**src/rtl/uart_pkg.sv**
```systemverilog
// Shared UART definitions: transmitter state encoding and framing constants.
package uart_pkg;

    typedef enum logic [1:0] {
        IDLE  = 2'd0,
        START = 2'd1,
        DATA  = 2'd2,
        STOP  = 2'd3
    } uart_tx_state_t;

    localparam int   DEFAULT_CLKS_PER_BIT = 414;
    localparam int   UART_DATA_BITS       = 8;
    localparam logic START_BIT            = 1'b0;
    localparam logic STOP_BIT             = 1'b1;

endpackage

```
**src/rtl/uart_bit_timer.sv**
```systemverilog
// Frame-aligned baud-period counter: counts clocks within one serial bit while
// a frame is running and flags the final cycle of each bit.
module uart_bit_timer
    import uart_pkg::*;
#(
    parameter int CLKS_PER_BIT = DEFAULT_CLKS_PER_BIT
) (
    input  logic CLKIN,
    input  logic RESET,
    input  logic run,
    output logic bit_end
);

    localparam int                CNT_W   = (CLKS_PER_BIT > 1) ? $clog2(CLKS_PER_BIT) : 1;
    localparam logic [CNT_W-1:0]  CNT_MAX = CNT_W'(CLKS_PER_BIT - 1);

    logic [CNT_W-1:0] cnt_q;
    logic [CNT_W-1:0] cnt_d;

    assign bit_end = (cnt_q == CNT_MAX);

    // Holding at zero while idle keeps the first bit of a frame full length.
    always_comb begin
        cnt_d = cnt_q;
        if (!run || bit_end) begin
            cnt_d = '0;
        end else begin
            cnt_d = cnt_q + CNT_W'(1);
        end
    end

    always_ff @(posedge CLKIN) begin
        if (RESET) begin
            cnt_q <= '0;
        end else begin
            cnt_q <= cnt_d;
        end
    end

endmodule

```
**src/rtl/uart_tx_sched.sv**
```systemverilog
// Two-requester UART transmitter: round-robin arbitration on ties, then 8N1
// framing driven by a shared bit timer.
module uart_tx_sched
    import uart_pkg::*;
#(
    parameter int CLKS_PER_BIT = DEFAULT_CLKS_PER_BIT
) (
    input  logic       CLKIN,
    input  logic       RESET,
    input  logic       valid0,
    input  logic [7:0] data0,
    output logic       ready0,
    input  logic       valid1,
    input  logic [7:0] data1,
    output logic       ready1,
    output logic       tx,
    output logic       busy,
    output logic       owner
);

    localparam logic [2:0] LAST_BIT_IDX = 3'(UART_DATA_BITS - 1);

    uart_tx_state_t            state_q, state_d;
    logic [UART_DATA_BITS-1:0] shreg_q, shreg_d;
    logic [2:0]                bit_idx_q, bit_idx_d;
    logic                      last_grant_q, last_grant_d;
    logic                      owner_q, owner_d;

    logic bit_end;
    logic accept_window;
    logic accept;
    logic winner;

    uart_bit_timer #(
        .CLKS_PER_BIT(CLKS_PER_BIT)
    ) u_bit_timer (
        .CLKIN  (CLKIN),
        .RESET  (RESET),
        .run    (state_q != IDLE),
        .bit_end(bit_end)
    );

    // A tie goes to whichever requester was not granted last time.
    assign accept_window = !RESET && ((state_q == IDLE) || ((state_q == STOP) && bit_end));
    assign ready0        = accept_window && valid0 && (!valid1 || last_grant_q);
    assign ready1        = accept_window && valid1 && (!valid0 || !last_grant_q);
    assign accept        = ready0 || ready1;
    assign winner        = ready1;

    always_comb begin
        state_d      = state_q;
        shreg_d      = shreg_q;
        bit_idx_d    = bit_idx_q;
        last_grant_d = last_grant_q;
        owner_d      = owner_q;

        if (accept) begin
            shreg_d      = winner ? data1 : data0;
            last_grant_d = winner;
            owner_d      = winner;
        end

        case (state_q)
            IDLE: begin
                if (accept) begin
                    state_d = START;
                end
            end
            START: begin
                if (bit_end) begin
                    state_d   = DATA;
                    bit_idx_d = '0;
                end
            end
            DATA: begin
                if (bit_end) begin
                    shreg_d   = shreg_q >> 1;
                    bit_idx_d = bit_idx_q + 3'd1;
                    if (bit_idx_q == LAST_BIT_IDX) begin
                        state_d = STOP;
                    end
                end
            end
            STOP: begin
                if (bit_end) begin
                    state_d = accept ? START : IDLE;
                end
            end
            default: state_d = IDLE;
        endcase
    end

    always_comb begin
        tx = STOP_BIT;
        case (state_q)
            START:   tx = START_BIT;
            DATA:    tx = shreg_q[0];
            default: tx = STOP_BIT;
        endcase
    end

    assign busy  = (state_q != IDLE);
    assign owner = owner_q;

    always_ff @(posedge CLKIN) begin
        if (RESET) begin
            state_q      <= IDLE;
            shreg_q      <= '0;
            bit_idx_q    <= '0;
            last_grant_q <= 1'b1;
            owner_q      <= 1'b0;
        end else begin
            state_q      <= state_d;
            shreg_q      <= shreg_d;
            bit_idx_q    <= bit_idx_d;
            last_grant_q <= last_grant_d;
            owner_q      <= owner_d;
        end
    end

endmodule
```
**config.mk**
```make
export PLATFORM = sky130hd
export DESIGN_NAME = uart_tx_sched
export DESIGN_NICKNAME = d
export VERILOG_FILES = /design/src/rtl/uart_pkg.sv /design/src/rtl/uart_bit_timer.sv /design/src/rtl/uart_tx_sched.sv
export SDC_FILE = /design/constraint.sdc
export NUM_CORES = 1
export LEC_CHECK = 0
export ABC_AREA = 1
export ABC_CLOCK_PERIOD_IN_PS = 3500
export CORE_MARGIN = 1.5
export CORE_UTILIZATION = 25
export CTS_CLUSTER_DIAMETER = 50
export DETAILED_ROUTE_END_ITERATION = 8
export GPL_ROUTABILITY_DRIVEN = 0
export PLACE_DENSITY = 0.47
export SETUP_SLACK_MARGIN = 0.1
export SYNTH_ARGS = -nofsm -noshare
export SYNTH_HDL_FRONTEND = slang
export SYNTH_SLANG_ARGS = --single-unit
```
**constraint.sdc**
```tcl
create_clock -name CLKIN -period 3.5 [get_ports CLKIN]
set_input_delay 0.875 -clock CLKIN [delete_from_list [all_inputs] [get_ports CLKIN]]
set_output_delay 0.875 -clock CLKIN [all_outputs]
set_load 0.03 [all_outputs]
```
==> results by stage, run 1 <==
Critical path:
- The cell depth of the worst setup path is 6.
- STA puts the critical path data arrival time at 2.32 ns.
- The startpoint type of the worst setup path is a primary input.
- The critical path required time is ~2.6 ns.
- The critical path's largest stage delay is approximately 0.55 ns.
- For this design, the slowest cell found on the critical path is sky130_fd_sc_hd__clkdlybuf4s50_1.
- The family with the most delay on the worst path is buffers and inverters.
- Walking the worst path, the cells encountered are clkdlybuf4s50_1, a21boi_2, nor2_1, nand2_4, clkinv_4, buf_4.
- The worst setup path is captured at an output port.
- The critical path buffer and inverter count is 3.
- The worst setup path is of the in2out kind.
- Of all nets on the critical path, the largest fanout is 11.
- The depth of the most critical reg-to-reg path is 8.

Global routing:
- Across every metal layer, demand over resource in global routing totals 0.102.
- The met1 track utilization from global routing is 0.143.
- The number of antenna violations at the first check in global routing is 0.
- The maximum number of pins on one net before global-route repair is 14.
- Global routing finished with a remaining overflow of 0.
- The routing usage on met3 is 0.0155.
- The wire length of the first global-routing pass is 4940 µm.
- The via count of the first global-routing pass was 1,121.
- met2 is the most crowded layer.
- In the global route stage, met2 resource usage came out at 0.151.

Cells and area:
- After the flow finishes, the layout carries non-filler instances totaling 279.
- The final net count is 240.
- The area growth from synthesis to layout is 26.4%.
- The ratio of cells with drive above 1 in the final layout is 0.153.
- After routing the design area is 1720 µm².
- The filler cells instantiated in the layout total 570.
- The count of inserted antenna diode cells is 0.

Clocking:
- No sink is reached through more buffers than the 2 on the longest clock path.
- The CTS tree is done.
- Once the clock tree was built, the resizer swapped 0 gates to a different size.
- The clock tree root buffer cell is sky130_fd_sc_hd__clkbuf_8.
- For this design, the CTS-stage hold fixing added 0 buffers.
- The later pin in the worst-skew pair is clocked with a latency of 0.26 ns.
- CTS built an H-tree with a depth of 1.
- Post-CTS timing repair inserted 0 buffers for setup.
- The clock buffer count from CTS is 3.
- Clock-pin slew was measured on the worst setup and hold paths at roughly 0.080 ns.
- For this design, the sink count on the clock tree is 24.

Logic synthesis:
- The sequential fraction of the synthesis area is 0.353.
- The synthesized instance count is 183.
- Yosys printed 0 warnings.
- The average footprint of a synthesized cell is 7.45 µm².
- The fraction of synthesized cell area in xor and xnor cells is 0.0129.
- The simple-gate portion of the synthesized area is 0.268.
- The portion of synthesized area spent on multiplexers is 0.
- The number of synthesized register bits is 24.
- The post-synthesis net count is 212.
- After synthesis, the netlist uses 33 different library cells.
- The post-synthesis compound-gate area fraction is 0.208.
- The fraction of the mapped netlist area in adder cells is 0.0826.
- After synthesis the cells add up to roughly 1400 µm².
- The main combinational cell family by area after synthesis is simple AND/OR/NAND/NOR gates.

Timing:
- The number of max-slew violations in the final report came to 0.
- For the pin with the worst max-slew slack, the measured transition is 0.409 ns.
- The setup TNS is 0 ns.
- The final count of negative-setup-slack endpoints is 0.
- The clock arrives with 0.00480 ns of skew.
- The minimum clock period after layout is 3.19 ns.
- Setup repair after global routing left no endpoint under its margin.
- The number of endpoints with negative hold slack in the final report is 0.
- Based on the critical path, the design can be clocked at up to ~0.31 GHz.
- Headroom to the max-slew limit came out at 0.727.
- The final period utilization is 0.913.

Worst hold path:
- The class of the most critical hold timing path is reg2reg.
- Along the worst hold path, the cell count comes to 2.

Routing:
- For this run, design rule violations remaining after detail routing come to 0.
- The total number of vias is 1,184.
- The detailed-routing iteration count for the pre-antenna-repair pass is 4.
- The wire length after detailed routing is 2810 µm.
- In this run, the number of DRC markers left after iteration 0 of detailed routing was 26.
- Dividing the detail-routed wire length by the instance count gives roughly 10 µm.
- In this run the remaining antenna-violating nets after routing total 0.
- Using the TritonRoute via totals, the vias-per-cell ratio works out to roughly 4.2.

Floorplan:
- From left edge to right edge, the die measures 76.8 µm.
- The floorplan step defined a core boundary enclosing 5170 µm².
- The die height is 76.8 µm.
- The initial utilization of the core area, before any placement, comes to 0.263.
- The floorplan die area is 5900 µm².
- The site row count is 26.
- For this design the top-level I/O count stands at 25.

Power:
- For this design the static power due to leakage is 0.705 nW.
- The maximum ir drop on the vdd rail is 0.190 mV.
- The cell area power density is 502 nW/µm².

Placement:
- After detailed placement, the total cell area comes to roughly 1700 µm².
- The placed wire-length estimate is 2170 µm.
- The number of cells in the design after placement is 276.
- The count of input and output buffers is 24.

Run status:
- The run finished with clean final reports.

Job:
- Max-cap violations in this run came to 0.
[worst paths after layout]
check                 end  slack, ns    startpoint
max                ready1       0.31        valid1
min          bit_idx_q[1]       0.47  bit_idx_q[1]
max reg2reg    shreg_q[2]       1.80    state_q[0]
min reg2reg  bit_idx_q[1]       0.47  bit_idx_q[1]
[state kept, by name (all words and copies together) (netlist names)]
register and flops:
last_grant_q 1, shreg_q 8, owner 1, u_bit_timer.cnt_q 9
bit_idx_q 3, state_q 2
[metal layers]
| metal | vias to the layer above | share of wire | wire [µm] |
|---|---|---|---|
| met5 | - | 0 | 0 |
| met4 | 0 | 0.020 | 57 |
| met3 | 4 | 0.040 | 113 |
| met2 | 31 | 0.39 | 1100 |
| met1 | 503 | 0.55 | 1540 |
| li1 | 646 | - | - |
[cells by family (layout without fill, tap and decap cells)]
family                   count (synthesis)  count (layout)
AND/OR/NAND/NOR                         84              84
buffers and inverters                   24              50
flip-flops                              24              24
XOR/XNOR                                 2               2
adder cells (fa/ha/maj)                  9               9
AO/OA/AOI/OAI                           40              40
[synth_stat cells (all sizes together)]
master / count / share of area
clkinv: 1 / 0.0064
a31oi: 2 / 0.0092
buf: 2 / 0.012
dfxtp: 24 / 0.35
nand3: 5 / 0.022
a21oi: 22 / 0.11
nor3: 4 / 0.015
nor4: 1 / 0.0046
ha: 9 / 0.083
a21boi: 1 / 0.0083
clkbuf: 1 / 0.0028
o2111ai: 1 / 0.0064
nor2: 14 / 0.042
inv: 20 / 0.055
nor3b: 1 / 0.0055
o21a: 1 / 0.0055
xnor2: 1 / 0.0064
xor2: 1 / 0.0064
nand2: 58 / 0.17
or2: 1 / 0.0046
o211ai: 3 / 0.030
o21ai: 10 / 0.037
[metrics by stage]
step                      power, mW  worst slack, ns  hold slack [ns]  utilization
after global routing          0.932            0.204            0.490        0.333
after CTS                     0.879            0.297            0.469        0.333
after detailed placement      0.715            0.310            0.456        0.325
final                         0.864            0.305            0.466        0.333
after global placement        0.712            0.368            0.456        0.325
after floorplan               0.605             1.20            0.433            -
[worst min-delay path, stage by stage, from the launching register on]
cell	delay [ns]
sky130_fd_sc_hd__dfxtp_1	0.32
sky130_fd_sc_hd__nand2_1	0.06
sky130_fd_sc_hd__a21oi_1	0.05
[cell usage in the layout (no fill, tap or decap), types with 3 or more instances in the layout]
master / n
sky130_fd_sc_hd__clkdlybuf4s50_1: 22
sky130_fd_sc_hd__inv_1: 16
sky130_fd_sc_hd__a21oi_1: 13
sky130_fd_sc_hd__nor3_1: 4
sky130_fd_sc_hd__dfxtp_1: 24
sky130_fd_sc_hd__nand3_1: 4
sky130_fd_sc_hd__o21ai_0: 8
sky130_fd_sc_hd__ha_1: 9
sky130_fd_sc_hd__clkbuf_8: 3
sky130_fd_sc_hd__buf_4: 4
sky130_fd_sc_hd__a21oi_2: 8
sky130_fd_sc_hd__nand2_1: 54
sky130_fd_sc_hd__nor2_1: 12
sky130_fd_sc_hd__inv_2: 4
[cell type report]
cell class / count / area [µm²] / area share
Clock buffer: 3 / 41.3 / 0.0240
Timing Repair Buffer: 26 / 250 / 0.145
Sequential cell: 24 / 480 / 0.279
Inverter: 21 / 83.8 / 0.0487
Multi-Input combinational cell: 135 / 778 / 0.452
Tap cell: 70 / 87.6 / 0.0509
[report_power, final]
group          switching (mW)  total (mW)  internal [mW]
clock network          0.0833       0.160         0.0769
logic                   0.225       0.373          0.148
registers              0.0239       0.331          0.307
No activity file was read; power rests on OpenSTA's default activity.
==> run 2, diff against run 1 <==
--- a/config.mk
+++ b/config.mk
@@ -6,7 +6,6 @@
 export NUM_CORES = 1
 export LEC_CHECK = 0
 export ABC_AREA = 1
-export ABC_CLOCK_PERIOD_IN_PS = 3500
 export CORE_MARGIN = 1.5
 export CORE_UTILIZATION = 25
 export CTS_CLUSTER_DIAMETER = 50
==> results of run 2 <==
No change in the layout: final DEF, timing and power equal those of run 1.
